$ cat config.mk
export PLATFORM = sky130hd
export DESIGN_NAME = bch_dec_err_corr
export DESIGN_NICKNAME = d
export VERILOG_FILES = /design/src/rtl/bch_dec_err_corr.sv
export SDC_FILE = /design/constraint.sdc
export NUM_CORES = 1
export LEC_CHECK = 0
export ABC_CLOCK_PERIOD_IN_PS = 3900
export CAP_MARGIN = 20
export CORE_MARGIN = 8
export CORE_UTILIZATION = 40
export CTS_CLUSTER_DIAMETER = 200
export CTS_CLUSTER_SIZE = 16
export DETAILED_ROUTE_END_ITERATION = 10
export PLACE_DENSITY_LB_ADDON = 0.05
export SLEW_MARGIN = 25
export SYNTH_ARGS = -nofsm -noshare
export SYNTH_HDL_FRONTEND = slang
export SYNTH_SLANG_ARGS = --single-unit
$ cat constraint.sdc
create_clock -name clk_i -period 3.9 [get_ports clk_i]
set_input_delay 0.78 -clock clk_i [delete_from_list [all_inputs] [get_ports clk_i]]
set_output_delay 0.78 -clock clk_i [all_outputs]
set_load 0.03 [all_outputs]
$ cat src/rtl/bch_dec_err_corr.sv
// bch_dec_err_corr: DEC BCH(31,21) error locator/corrector (S1/S3, key equation, serial Chien search)
// Ports: clk_i/rst_i (async active-high reset); cw_i/synd_i/in_valid_i/in_ready_o accept one codeword
// and its 10-bit remainder; data_o/err_cnt_o/uncorr_o/out_valid_o/out_ready_i return the corrected result.
module bch_dec_err_corr #(
    parameter int P_D_WIDTH = 21
) (
    input  logic                 clk_i,
    input  logic                 rst_i,
    input  logic [30:0]          cw_i,
    input  logic [9:0]           synd_i,
    input  logic                 in_valid_i,
    output logic                 in_ready_o,
    output logic [P_D_WIDTH-1:0] data_o,
    output logic [1:0]           err_cnt_o,
    output logic                 uncorr_o,
    output logic                 out_valid_o,
    input  logic                 out_ready_i
);
    localparam int LP_DB_DIFF = 31 - (P_D_WIDTH + 10);
    typedef enum logic [2:0] {IDLE, SYND, KEY, CHIEN, DONE} state_t;
    // Multiplicative inverse in GF(2^5) indexed by field element value (entry 0 unused).
    localparam logic [4:0] INV [32] = '{
        5'd0,  5'd1,  5'd18, 5'd28, 5'd9,  5'd23, 5'd14, 5'd12,
        5'd22, 5'd4,  5'd25, 5'd16, 5'd7,  5'd15, 5'd6,  5'd13,
        5'd11, 5'd24, 5'd2,  5'd29, 5'd30, 5'd26, 5'd8,  5'd5,
        5'd17, 5'd10, 5'd21, 5'd31, 5'd3,  5'd19, 5'd20, 5'd27
    };

    // Multiply by alpha modulo x^5+x^2+1.
    function automatic logic [4:0] mulx(input logic [4:0] a);
        return {a[3], a[2], a[1] ^ a[4], a[0], a[4]};
    endfunction

    function automatic logic [4:0] gf_mul(input logic [4:0] a, input logic [4:0] b);
        logic [4:0] p;
        p = '0;
        for (int i = 4; i >= 0; i--) p = mulx(p) ^ (b[i] ? a : 5'd0);
        return p;
    endfunction

    // r(alpha) or r(alpha^3); the loop unrolls into constant multipliers.
    function automatic logic [4:0] r_eval(input logic [9:0] r, input logic cube);
        logic [4:0] p, s;
        p = 5'd1;
        s = '0;
        for (int i = 0; i < 10; i++) begin
            s = s ^ (r[i] ? p : 5'd0);
            p = cube ? mulx(mulx(mulx(p))) : mulx(p);
        end
        return s;
    endfunction

    state_t              state_q, state_d;
    logic [30:0]         cw_q, cw_d;
    logic [P_D_WIDTH-1:0] orig_q, orig_d;
    logic [9:0]          r_q, r_d;
    logic [4:0]          s1_q, s1_d, s3_q, s3_d, sig1_q, sig1_d, sig2_q, sig2_d, a_q, a_d, j_q, j_d;
    logic [1:0]          roots_q, roots_d, deg_q, deg_d, cnt_q, cnt_d;
    logic                pad_q, pad_d, unc_q, unc_d;
    logic [4:0]          s1_c, s3_c, sig2_c, lam;
    logic                hit, pad_nx, unc_fin;
    logic [1:0]          roots_inc;

    assign in_ready_o  = (state_q == IDLE) & ~rst_i;
    assign out_valid_o = state_q == DONE;
    assign data_o      = cw_q[30 -: P_D_WIDTH];
    assign err_cnt_o   = cnt_q;
    assign uncorr_o    = unc_q;

    always_comb begin
        s1_c      = r_eval(r_q, 1'b0);
        s3_c      = r_eval(r_q, 1'b1);
        sig2_c    = gf_mul(s3_q, INV[s1_q]) ^ gf_mul(s1_q, s1_q);
        lam       = gf_mul(a_q, a_q) ^ gf_mul(sig1_q, a_q) ^ sig2_q;
        hit       = lam == 5'd0;
        roots_inc = (roots_q == 2'd3) ? 2'd3 : roots_q + {1'b0, hit};
        // A root below the pad boundary means the pattern hit bits that were transmitted as zero.
        pad_nx    = pad_q | (hit & (int'(j_q) < LP_DB_DIFF));
        unc_fin   = (roots_inc != deg_q) | pad_nx;
        state_d = state_q;
        cw_d    = cw_q;
        orig_d  = orig_q;
        r_d     = r_q;
        s1_d    = s1_q;
        s3_d    = s3_q;
        sig1_d  = sig1_q;
        sig2_d  = sig2_q;
        a_d     = a_q;
        j_d     = j_q;
        roots_d = roots_q;
        deg_d   = deg_q;
        pad_d   = pad_q;
        cnt_d   = cnt_q;
        unc_d   = unc_q;
        case (state_q)
            IDLE: if (in_valid_i) begin
                state_d = SYND;
                cw_d    = cw_i;
                orig_d  = cw_i[30 -: P_D_WIDTH];
                r_d     = synd_i;
            end
            SYND: begin
                s1_d    = s1_c;
                s3_d    = s3_c;
                state_d = (s1_c == 5'd0) ? DONE : KEY;
                cnt_d   = 2'd0;
                unc_d   = (s1_c == 5'd0) & (s3_c != 5'd0);
            end
            KEY: begin
                sig1_d  = s1_q;
                sig2_d  = sig2_c;
                deg_d   = (sig2_c == 5'd0) ? 2'd1 : 2'd2;
                roots_d = 2'd0;
                pad_d   = 1'b0;
                a_d     = 5'd1;
                j_d     = 5'd0;
                state_d = CHIEN;
            end
            CHIEN: begin
                cw_d[j_q] = cw_q[j_q] ^ hit;
                roots_d   = roots_inc;
                pad_d     = pad_nx;
                a_d       = mulx(a_q);
                j_d       = (j_q == 5'd30) ? j_q : j_q + 5'd1;
                if (j_q == 5'd30) begin
                    state_d = DONE;
                    unc_d   = unc_fin;
                    cnt_d   = unc_fin ? 2'd0 : roots_inc;
                    if (unc_fin) cw_d[30 -: P_D_WIDTH] = orig_q;
                end
            end
            DONE: state_d = out_ready_i ? IDLE : DONE;
            default: state_d = IDLE;
        endcase
    end

    always_ff @(posedge clk_i or posedge rst_i) begin
        if (rst_i) begin
            state_q <= IDLE;
            cw_q    <= '0;
            orig_q  <= '0;
            r_q     <= '0;
            s1_q    <= '0;
            s3_q    <= '0;
            sig1_q  <= '0;
            sig2_q  <= '0;
            a_q     <= '0;
            j_q     <= '0;
            roots_q <= '0;
            deg_q   <= '0;
            pad_q   <= 1'b0;
            cnt_q   <= '0;
            unc_q   <= 1'b0;
        end else begin
            state_q <= state_d;
            cw_q    <= cw_d;
            orig_q  <= orig_d;
            r_q     <= r_d;
            s1_q    <= s1_d;
            s3_q    <= s3_d;
            sig1_q  <= sig1_d;
            sig2_q  <= sig2_d;
            a_q     <= a_d;
            j_q     <= j_d;
            roots_q <= roots_d;
            deg_q   <= deg_d;
            pad_q   <= pad_d;
            cnt_q   <= cnt_d;
            unc_q   <= unc_d;
        end
    end
endmodule

### Yosys cells after proc, flatten, opt, wreduce, memory -nomap -nowiden

Memory sizes are Yosys's and may differ from the RTL's.
Index checks and enable logic that the tools add are counted.

| operators by class | value |
|---|---|
| multiplexer cells | 66 |
| bitwise logic cells | 59 |
| magnitude comparators | 3 |
| reductions and logical operators | 14 |
| $add $sub $neg | 2 |
| equality and inequality tests | 10 |

Operator list:

| operator | number |
|---|---|
| 2-to-1 mux 5 bit | 30 |
| bitwise XOR 5 bit | 25 |
| one-hot mux 31 bit (2 select lines) | 1 |
| 2-to-1 mux 21 bit | 2 |
| bitwise mux 31 bit | 1 |
| 2-to-1 mux 31 bit | 1 |
| 2-to-1 mux 4 bit | 7 |
| bitwise XOR 5 x 4 -> 5 bit | 5 |
| one-hot mux 5 bit (2 select lines) | 2 |
| 2-to-1 mux 3 bit | 6 |
| bitwise XOR 1 bit | 18 |
| zero test 5 bit | 3 |
| one-hot mux 3 bit (5 select lines) | 1 |
| 2-to-1 mux 2 bit | 6 |
| AND reduction 2 bit | 5 |
| bitwise XOR 5 x 2 -> 5 bit | 2 |
| bitwise XOR 5 x 3 -> 5 bit | 2 |
| one-hot mux 2 bit (2 select lines) | 2 |
| == test 3 x 2 -> 1 bit (second input constant) | 2 |
| greater-or-equal comparator 6 bit (second input constant) | 1 |
| < comparator 5 x 6 -> 1 bit (second input constant) | 1 |
| inequality test 2 bit (second input constant) | 3 |
| inverter 5 -> 6 bit | 1 |
| nonzero test 2 bit | 3 |
| 20 further kinds | 24 |

| storage, ports and cells | value |
|---|---|
| register bits after elaboration | 102 |
| output and inout port bits | 26 |
| bits in read-only memories | 160 |
| logic and storage cells | 169 |
| memories | 1 |
| bits of input ports | 45 |

Memories:

| name | depth | width | read ports | clocked after memory_dff | wr ports | line | text |
|---|---|---|---|---|---|---|---|
| (no name shown) | 32 | 5 | 1 | 0 | 0 | 73 | `sig2_c = gf_mul(s3_q, INV[s1_q]) ^ gf_mul(s1_q, s1_q);` |

### Longest topological paths before layout

Gate-level depths: netlist of the first run.

| depth | value |
|---|---|
| depth after elaboration | 18 |
| depth in mapped cells | 16 |

### Worst setup path before layout of the first run

No wires, ideal clock.

| timing path | value |
|---|---|
| path kind | register -> register |
| start | register a_q[3] |
| end | register cw_q[10] |
| library setup time | 141 ps |
| slack | 698 ps |
| buffers on the path | 2 |
| data arrival time | 3,061 ps |
| stages on the path, launching flop included | 15 |
| path through | dfrtp_1 > buf_6 > nor2b_1 > xnor2_1 > xnor3_1 > or3_1 > a21oi_2 > and2_1 > ha_1 > a21oi_1 > xor2_1 > nand2_1 > a31oi_1 > clkbuf_1 > a31oi_1 |

| on the way | value |
|---|---|
| word-level cells in the longest chain between the ends | 15 |
| elaborated cells on any way between the ends | 31 |
| those cells by class | add/sub: 1; eq/ne: 1; mux: 11; bitwise: 17; reduce/logical: 1 |

RTL lines:

| item | line | text |
|---|---|---|
| start: declaration | 57 | `logic [4:0] s1_q, s1_d, s3_q, s3_d, sig1_q, sig1_d, sig2_q, sig2_d, a_q, a_d, j_q, j_d;` |
| start signal: assignment | 147 | `a_q <= '0;` |
| start signal: assignment | 163 | `a_q <= a_d;` |
| 2-to-1 mux 5 bit | 37 | `for (int i = 4; i >= 0; i--) p = mulx(p) ^ (b[i] ? a : 5'd0);` |
| bitwise XOR 5 bit | 37 |  |
| bitwise XOR 5 bit / bitwise XOR 1 bit (equally long branches) (2 in series) | 37, 31 |  |
| bitwise XOR 1 bit / bitwise XOR 5 bit (equally long branches) | 31, 37 |  |
| bitwise XOR 5 bit | 37 |  |
| bitwise XOR 5 bit * (2 in series) | 74 | `lam = gf_mul(a_q, a_q) ^ gf_mul(sig1_q, a_q) ^ sig2_q;` |
| zero test 5 bit * | 75 | `hit = lam == 5'd0;` |
| adder 2 x 1 -> 2 bit | 76 | `roots_inc = (roots_q == 2'd3) ? 2'd3 : roots_q + {1'b0, hit};` |
| 2-to-1 mux 2 bit | 76 |  |
| inequality test 2 bit | 79 | `unc_fin = (roots_inc != deg_q) \| pad_nx;` |
| 2-to-1 mux 21 bit | 129 | `if (unc_fin) cw_d[30 -: P_D_WIDTH] = orig_q;` |
| 2-to-1 mux 21 bit * | 125 | `if (j_q == 5'd30) begin` |
| one-hot mux 31 bit (2 select lines) * | 95 | `case (state_q)` |
| end signal: assignment | 156 | `cw_q <= cw_d;` |
| end: declaration | 54 | `logic [30:0] cw_q, cw_d;` |

Every way passes the cells marked *; elsewhere a longest branch is shown, timed or not.
A chain may end at the register's enable or synchronous reset.

### Worst setup path in the final report of the first run

| timing path | value |
|---|---|
| start | register a_q[3] |
| end | register cw_q[25] |

The elaborated chain is that of the path after synthesis.

==> flow_metrics.env, run 1 <==
export IMPL_crit_required_ns=4.13
export IMPL_whs_ns=0.4722
export IMPL_async_flop_share_pct=100.0
export IMPL_powerDensity_nw_per_um2=1008
export IMPL_path_class="reg2reg"
export IMPL_ys_seq_elements=102
export IMPL_io_pin_count=71
export IMPL_dp_hpwl_um=13260
export IMPL_p_sw_share_pct=47.08
export IMPL_hold_violations=0
export IMPL_n_fill_cell=1757
export IMPL_critical_path_startpoint_type="register"
export IMPL_hold_class="reg2reg"
export IMPL_area_growth_pct=13.66
export IMPL_antenna_found_initial=0
export IMPL_grt_max_degree=59
export IMPL_root_buffer="clkbuf_16"
export IMPL_rsz0062_at_grt="false"
export IMPL_grt_pass1_vias=5920
export IMPL_clockBufferDepth=2
export IMPL_finalSetupTns_ns=0
export IMPL_synth_most_common_cell="nand2_1"
export IMPL_vias=5707
export IMPL_place_congestion=0.8595
export IMPL_die_h_um=148.0
export IMPL_synth_edf_count=0
export IMPL_coreArea_um2=17180
export IMPL_ir_worst_vdd_v=0.0005347
export IMPL_internal_power_mw=4.226
export IMPL_drive_gt1_share_pct=6.897
export IMPL_ys_top_cells_by_count="226 x nand2_1, 102 x dfrtp_1, 50 x o21ai_0, 40 x a21oi_1, 38 x xnor2_1"
export IMPL_critPathArrivalTime_ns=3.75
export IMPL_viasPerCell=5.354
export IMPL_cts_sink_count=102
export IMPL_grt_use_total_pct=17.50
export IMPL_drc=0
export IMPL_cts_clk_slew_worst_paths_ns=0.08
export IMPL_drt_wirelength_per_cell_um=17.34
export IMPL_drt_iter0_markers=300
export IMPL_synthTopCellsByArea="dfrtp_1 37%, nand2_1 12%, xnor2_1 4.8%"
export IMPL_cts_resized=0
export IMPL_ant_nets=0
export IMPL_fmax_ghz=0.2839
export IMPL_rows=48
export IMPL_slew_violations=0
export IMPL_seqPwrFrac_pct=27.7
export IMPL_grt_pass1_wl_um=30870
export IMPL_clk_latency_ns=0.36
export IMPL_firstDrtPassIters=5
export IMPL_comb_power_share_pct=61.2
export IMPL_final_net_count=894
export IMPL_period_needed_ns=3.522
export IMPL_num_antenna_cells=0
export IMPL_synth_distinct_cells=60
export IMPL_synthCells=818
export IMPL_h_tree_depth=3
export IMPL_post_route_period_util_pct=90.31
export IMPL_die_w_um=148.0
export IMPL_grt_remaining_overflow=0
export IMPL_initial_utilization_pct=40.58
export IMPL_status="complete, no violations"
export IMPL_synth_area_leader_cell="dfrtp_1"
export IMPL_cts_hold_buf=0
export IMPL_syn_num_nets=876
export IMPL_drt_total_wl_um=18480
export IMPL_cp_max_fo=20
export IMPL_cts_tree="done"
export IMPL_p_clk_share_pct=11.1
export IMPL_synth_flop_cell="dfrtp_1"
export IMPL_die_area_um2=21910
export IMPL_finClkSkew_ns=0.01768
export IMPL_portBuffers=70
export IMPL_netSwitchingPower_mw=3.759
export IMPL_postCtsSetupBuffers=0
export IMPL_drv_cap=0
export IMPL_cts_buffers=9
export IMPL_synth_top_cell_area_share_pct=36.62
export IMPL_final_util_pct=46.12
export IMPL_p_total_mw=7.985
export IMPL_end_kind="register"
export IMPL_slew_headroom_pct=36.28
export IMPL_finalSetupViolCount=0
export IMPL_postSynthAreaPerCell_um2=8.521
export IMPL_yosysSeqAreaShare_pct=36.62
export IMPL_worst_slew_pin_slew_ns=0.9525
export IMPL_leakagePower_nw=3.570
export IMPL_yosys_warnings=0
export IMPL_synthesis_area_um2=6970
[state kept, by name (all words and copies together) (netlist names)]
name,flops
sig2_q,5
j_q,5
cw_q,31
orig_q,21
err_cnt_o,2
roots_q,2
a_q,5
sig1_q,5
uncorr_o,1
s1_q,5
deg_q,2
r_q,10
state_q,3
s3_q,5
[cell usage in the layout, fill, tap and decap left out, types with 3 or more instances in the layout]
cell type,instances
xor2_1,22
nor2_1,22
nor2b_1,12
dfrtp_1,102
nand3_1,20
a22oi_1,3
buf_4,11
mux4_2,10
nand2b_1,13
clkbuf_16,9
o21ai_0,50
o21bai_1,22
mux2_2,5
inv_6,3
inv_1,12
a211oi_1,3
xnor3_1,6
o31ai_1,3
nor3_1,4
nor4_1,3
nor3b_1,6
xnor2_1,38
a31oi_1,23
xnor2_2,3
and3_1,15
and2_1,5
nand4_1,11
clkdlybuf4s50_1,70
nand2_1,225
mux2i_1,12
a21oi_1,40
ha_1,13
[metrics by stage]
stage,worst slack (ns),instance area [um^2],std cells
after CTS,0.3308,7923,1066
after floorplan,0.4445,6970,818
after global placement,0.5092,7639,1050
after detailed placement,0.3877,7639,1050
final,0.3780,7923,1066
after global routing,0.04553,7923,1066
[logic make-up (layout without fill, tap and decap cells)]
| logic type | count (synthesis) | after routing | share of synthesized area [%] |
|---|---|---|---|
| simple gates | 351 | 351 | 22.73 |
| compound gates | 166 | 166 | 15.13 |
| flops | 102 | 102 | 36.62 |
| buf+inv | 88 | 111 | 6.749 |
| xor+xnor | 70 | 70 | 10.52 |
| mux | 28 | 28 | 5.924 |
| fa+ha+maj | 13 | 13 | 2.334 |
[cell type report]
cell class                      count  area, um^2  share of cell area (%)
Clock inverter                      6       55.05                  0.6949
Sequential cell                   102        2552                   32.22
Inverter                           13       51.30                  0.6475
Multi-Input combinational cell    628        3950                   49.86
Timing Repair Buffer               82       803.3                   10.14
Clock buffer                       10       229.0                   2.890
Tap cell                          225       281.5                   3.553
[critical path, stage by stage (launching register included)]
cell and delay [ns]:
dfrtp_1 0.52, nor2b_1 0.21, xnor2_1 0.14, xnor3_1 0.43, or3_1 0.39, a21oi_2 0.21, and2_1 0.15, ha_1 0.24
a21oi_1 0.20, xor2_1 0.16, nand2_1 0.13, a31oi_1 0.19, buf_4 0.28, a31oi_1 0.13
[metal layers]
metal | vias to the layer above | track usage [%] | wire, um
met1 | 2779 | 21.52 | 8022
met5 | - | 0 | 0
li1 | 2809 | - | -
met3 | 16 | 3.577 | 765
met4 | 0 | 4.691 | 252
met2 | 103 | 30.46 | 9440
[path summary, 6_finish.rpt]
path / start / cells after the start / to / slack (ns)
min in group asynchronous: rst_i / 2 / orig_q[18]$_DFFE_PP0P_ / 0.88
max reg2reg: a_q[3]$_DFFE_PP0P_ / 13 / cw_q[25]$_DFFE_PP0P_ / 0.38
min: orig_q[9]$_DFFE_PP0P_ / 2 / orig_q[9]$_DFFE_PP0P_ / 0.47
min reg2reg: orig_q[9]$_DFFE_PP0P_ / 2 / orig_q[9]$_DFFE_PP0P_ / 0.47
max in group asynchronous: rst_i / 3 / s1_q[4]$_DFFE_PP0P_ / 2.26
max: a_q[3]$_DFFE_PP0P_ / 13 / cw_q[25]$_DFFE_PP0P_ / 0.38
[power groups by stage]
stage | clock [mW] | combinational (mW) | sequential, mW
after floorplan | 0 | 4.19 | 1.88
after global placement | 0 | 4.85 | 2.22
after detailed placement | 0 | 4.94 | 2.23
after CTS | 0.920 | 4.96 | 2.22
after global routing | 0.954 | 5.45 | 2.31
final | 0.885 | 4.89 | 2.21
Power figures use the tool's default switching activity.
==> inputs of run 2 (changes only) <==
Settings changed: ABC_CLOCK_PERIOD_IN_PS 3900 to 4340, CTS_CLUSTER_DIAMETER 200 to not set.
Clock period 3.9 ns to 4.34 ns, I/O delays scaled along.
==> run 2 against run 1 <==
Combinational power down 11%. Register-to-register slack better by 0.42 ns. Clock power down 4.0%. Cell count down 0.19%. Global-route usage up 0.085 points. Critical path type unchanged. Critical endpoint is now cw_q[11]$_DFFE_PP0P_.
==> flow_metrics.env, run 2 (same netlist as run 1, synthesis figures left out) <==
export IMPL_status="complete, no violations"
export IMPL_coreArea_um2=17180
export IMPL_crit_path_max_incr_delay_ns=0.51
export IMPL_path_class="reg2reg"
export IMPL_p_total_mw=7.224
export IMPL_io_pin_count=71
export IMPL_cts_tree="done"
export IMPL_grt_pass1_vias=5871
export IMPL_antenna_found_initial=0
export IMPL_dp_cells=1048
export IMPL_clk_latency_ns=0.36
export IMPL_slew_violations=0
export IMPL_drv_cap=0
export IMPL_die_w_um=148.0
export IMPL_finalSetupTns_ns=0
export IMPL_final_util_pct=46.17
export IMPL_end_kind="register"
export IMPL_postCtsSetupBuffers=0
export IMPL_cp_buffers_inverters=1
export IMPL_clockBufferDepth=2
export IMPL_drive_gt1_share_pct=6.794
export IMPL_largest_register_ffs=31
export IMPL_dp_slack_ns=0.8421
export IMPL_firstDrtPassIters=5
export IMPL_hold_violations=0
export IMPL_grt_pass1_wl_um=30950
export IMPL_leakagePower_nw=3.575
export IMPL_final_net_count=892
export IMPL_critical_path_startpoint_type="register"
export IMPL_finClkSkew_ns=0.01398
export IMPL_critPathArrivalTime_ns=3.77
export IMPL_die_area_um2=21910
export IMPL_grt_use_total_pct=17.58
export IMPL_viasPerCell=5.362
export IMPL_drt_wirelength_per_cell_um=17.48
export IMPL_grt_remaining_overflow=0
export IMPL_rows=48
export IMPL_initial_utilization_pct=40.58
export IMPL_cp_common_cell="a31oi_1"
export IMPL_fmax_ghz=0.2822
export IMPL_dp_hpwl_um=13140
export IMPL_slowest_stage="dfrtp_1"
export IMPL_cts_resized=0
export IMPL_num_antenna_cells=0
export IMPL_period_needed_ns=3.544
export IMPL_mostFrequentLayoutCell="nand2_1"
export IMPL_worst_slew_pin_slew_ns=0.7977
export IMPL_ir_worst_vdd_v=0.0005571
export IMPL_largestRegisters="cw_q: 31 flops, orig_q: 21 flops, r_q: 10 flops"
export IMPL_postPlaceCellArea_um2=7624
export IMPL_root_buffer="clkbuf_16"
export IMPL_fin_ws_ns=0.7961
export IMPL_final_cell_mix="225 x nand2_1, 102 x dfrtp_1, 70 x clkdlybuf4s50_1"
export IMPL_crit_family="simple AND/OR/NAND/NOR gates"
export IMPL_grt_max_degree=57
export IMPL_drt_iter0_markers=271
export IMPL_area_growth_pct=13.77
export IMPL_crit_required_ns=4.57
export IMPL_cp_max_fo=20
export IMPL_post_route_period_util_pct=81.66
export IMPL_cp_cell_sequence="nor2b_1 > xnor2_1 > xnor3_1 > or3_1 > a21oi_2 > and2_1 > ha_1 > nand3b_1 > o21ai_0 > xor2_1 > nand2_1 > a31oi_1 > buf_4 > a31oi_1"
export IMPL_drc=0
export IMPL_die_h_um=148.0
export IMPL_powerDensity_nw_per_um2=911.0
export IMPL_largest_register="cw_q"
export IMPL_drt_total_wl_um=18600
export IMPL_ant_nets=0
export IMPL_portBuffers=70
export IMPL_whs_ns=0.4695
export IMPL_place_congestion=0.8414
export IMPL_fin_cells=1064
export IMPL_cts_clk_slew_worst_paths_ns=0.08
export IMPL_cts_sink_count=102
export IMPL_hold_class="reg2reg"
export IMPL_fin_area_um2=7930
export IMPL_vias=5705
export IMPL_cts_buffers=9
export IMPL_h_tree_depth=3
export IMPL_cts_hold_buf=0
export IMPL_rsz0062_at_grt="false"
export IMPL_finalSetupViolCount=0
export IMPL_slew_headroom_pct=46.82
## run 2: cell types whose count changed in the layout (fill, tap and decap cells not counted), sizes merged
cell      delta
buf          -2
bufinv       +1
clkbuf       -1
clkinv       +2
clkinvlp     -1
inv          -1
## run 2: report_power, final
part           switching [mW]  internal (mW)  leakage (nW)
combinational            2.36           2.01          2.17
sequential              0.622           1.38          1.25
clock                   0.394          0.456         0.152
## run 2: metal layers
| metal | part of all wire (%) | wire length [um] | track usage (%) |
|---|---|---|---|
| met3 | 3.8 | 701 | 3.516 |
| met1 | 44 | 8169 | 21.49 |
| met2 | 51 | 9460 | 30.87 |
| met5 | 0 | 0 | 0 |
| met4 | 1.4 | 269 | 4.640 |
## run 2: layout make-up
cell class	instances	area, um^2
clock inverter	7	81.33
clock buffer	9	225.2
multi-input combinational	628	3950
inverter	13	51.30
fill	1715	9246
tap	225	281.5
sequential	102	2552
timing repair buffer	80	788.3
## run 2: final timing paths
path	from	end	slack [ns]	depth (start not counted)
worst min register to register	orig_q[12]$_DFFE_PP0P_	orig_q[12]$_DFFE_PP0P_	0.47	2
min in group asynchronous	rst_i	j_q[0]$_DFFE_PP0P_	1.03	2
max in group asynchronous	rst_i	s1_q[1]$_DFFE_PP0P_	2.58	3
worst max-delay path	a_q[3]$_DFFE_PP0P_	cw_q[11]$_DFFE_PP0P_	0.80	14
worst min-delay path	orig_q[12]$_DFFE_PP0P_	orig_q[12]$_DFFE_PP0P_	0.47	2
worst max register to register	a_q[3]$_DFFE_PP0P_	cw_q[11]$_DFFE_PP0P_	0.80	14
## run 2: worst min-delay path, delay by kind of cell (launching register included)
kind	cells	cell delay [ns]
simple gates	2	0.10
flops	1	0.34
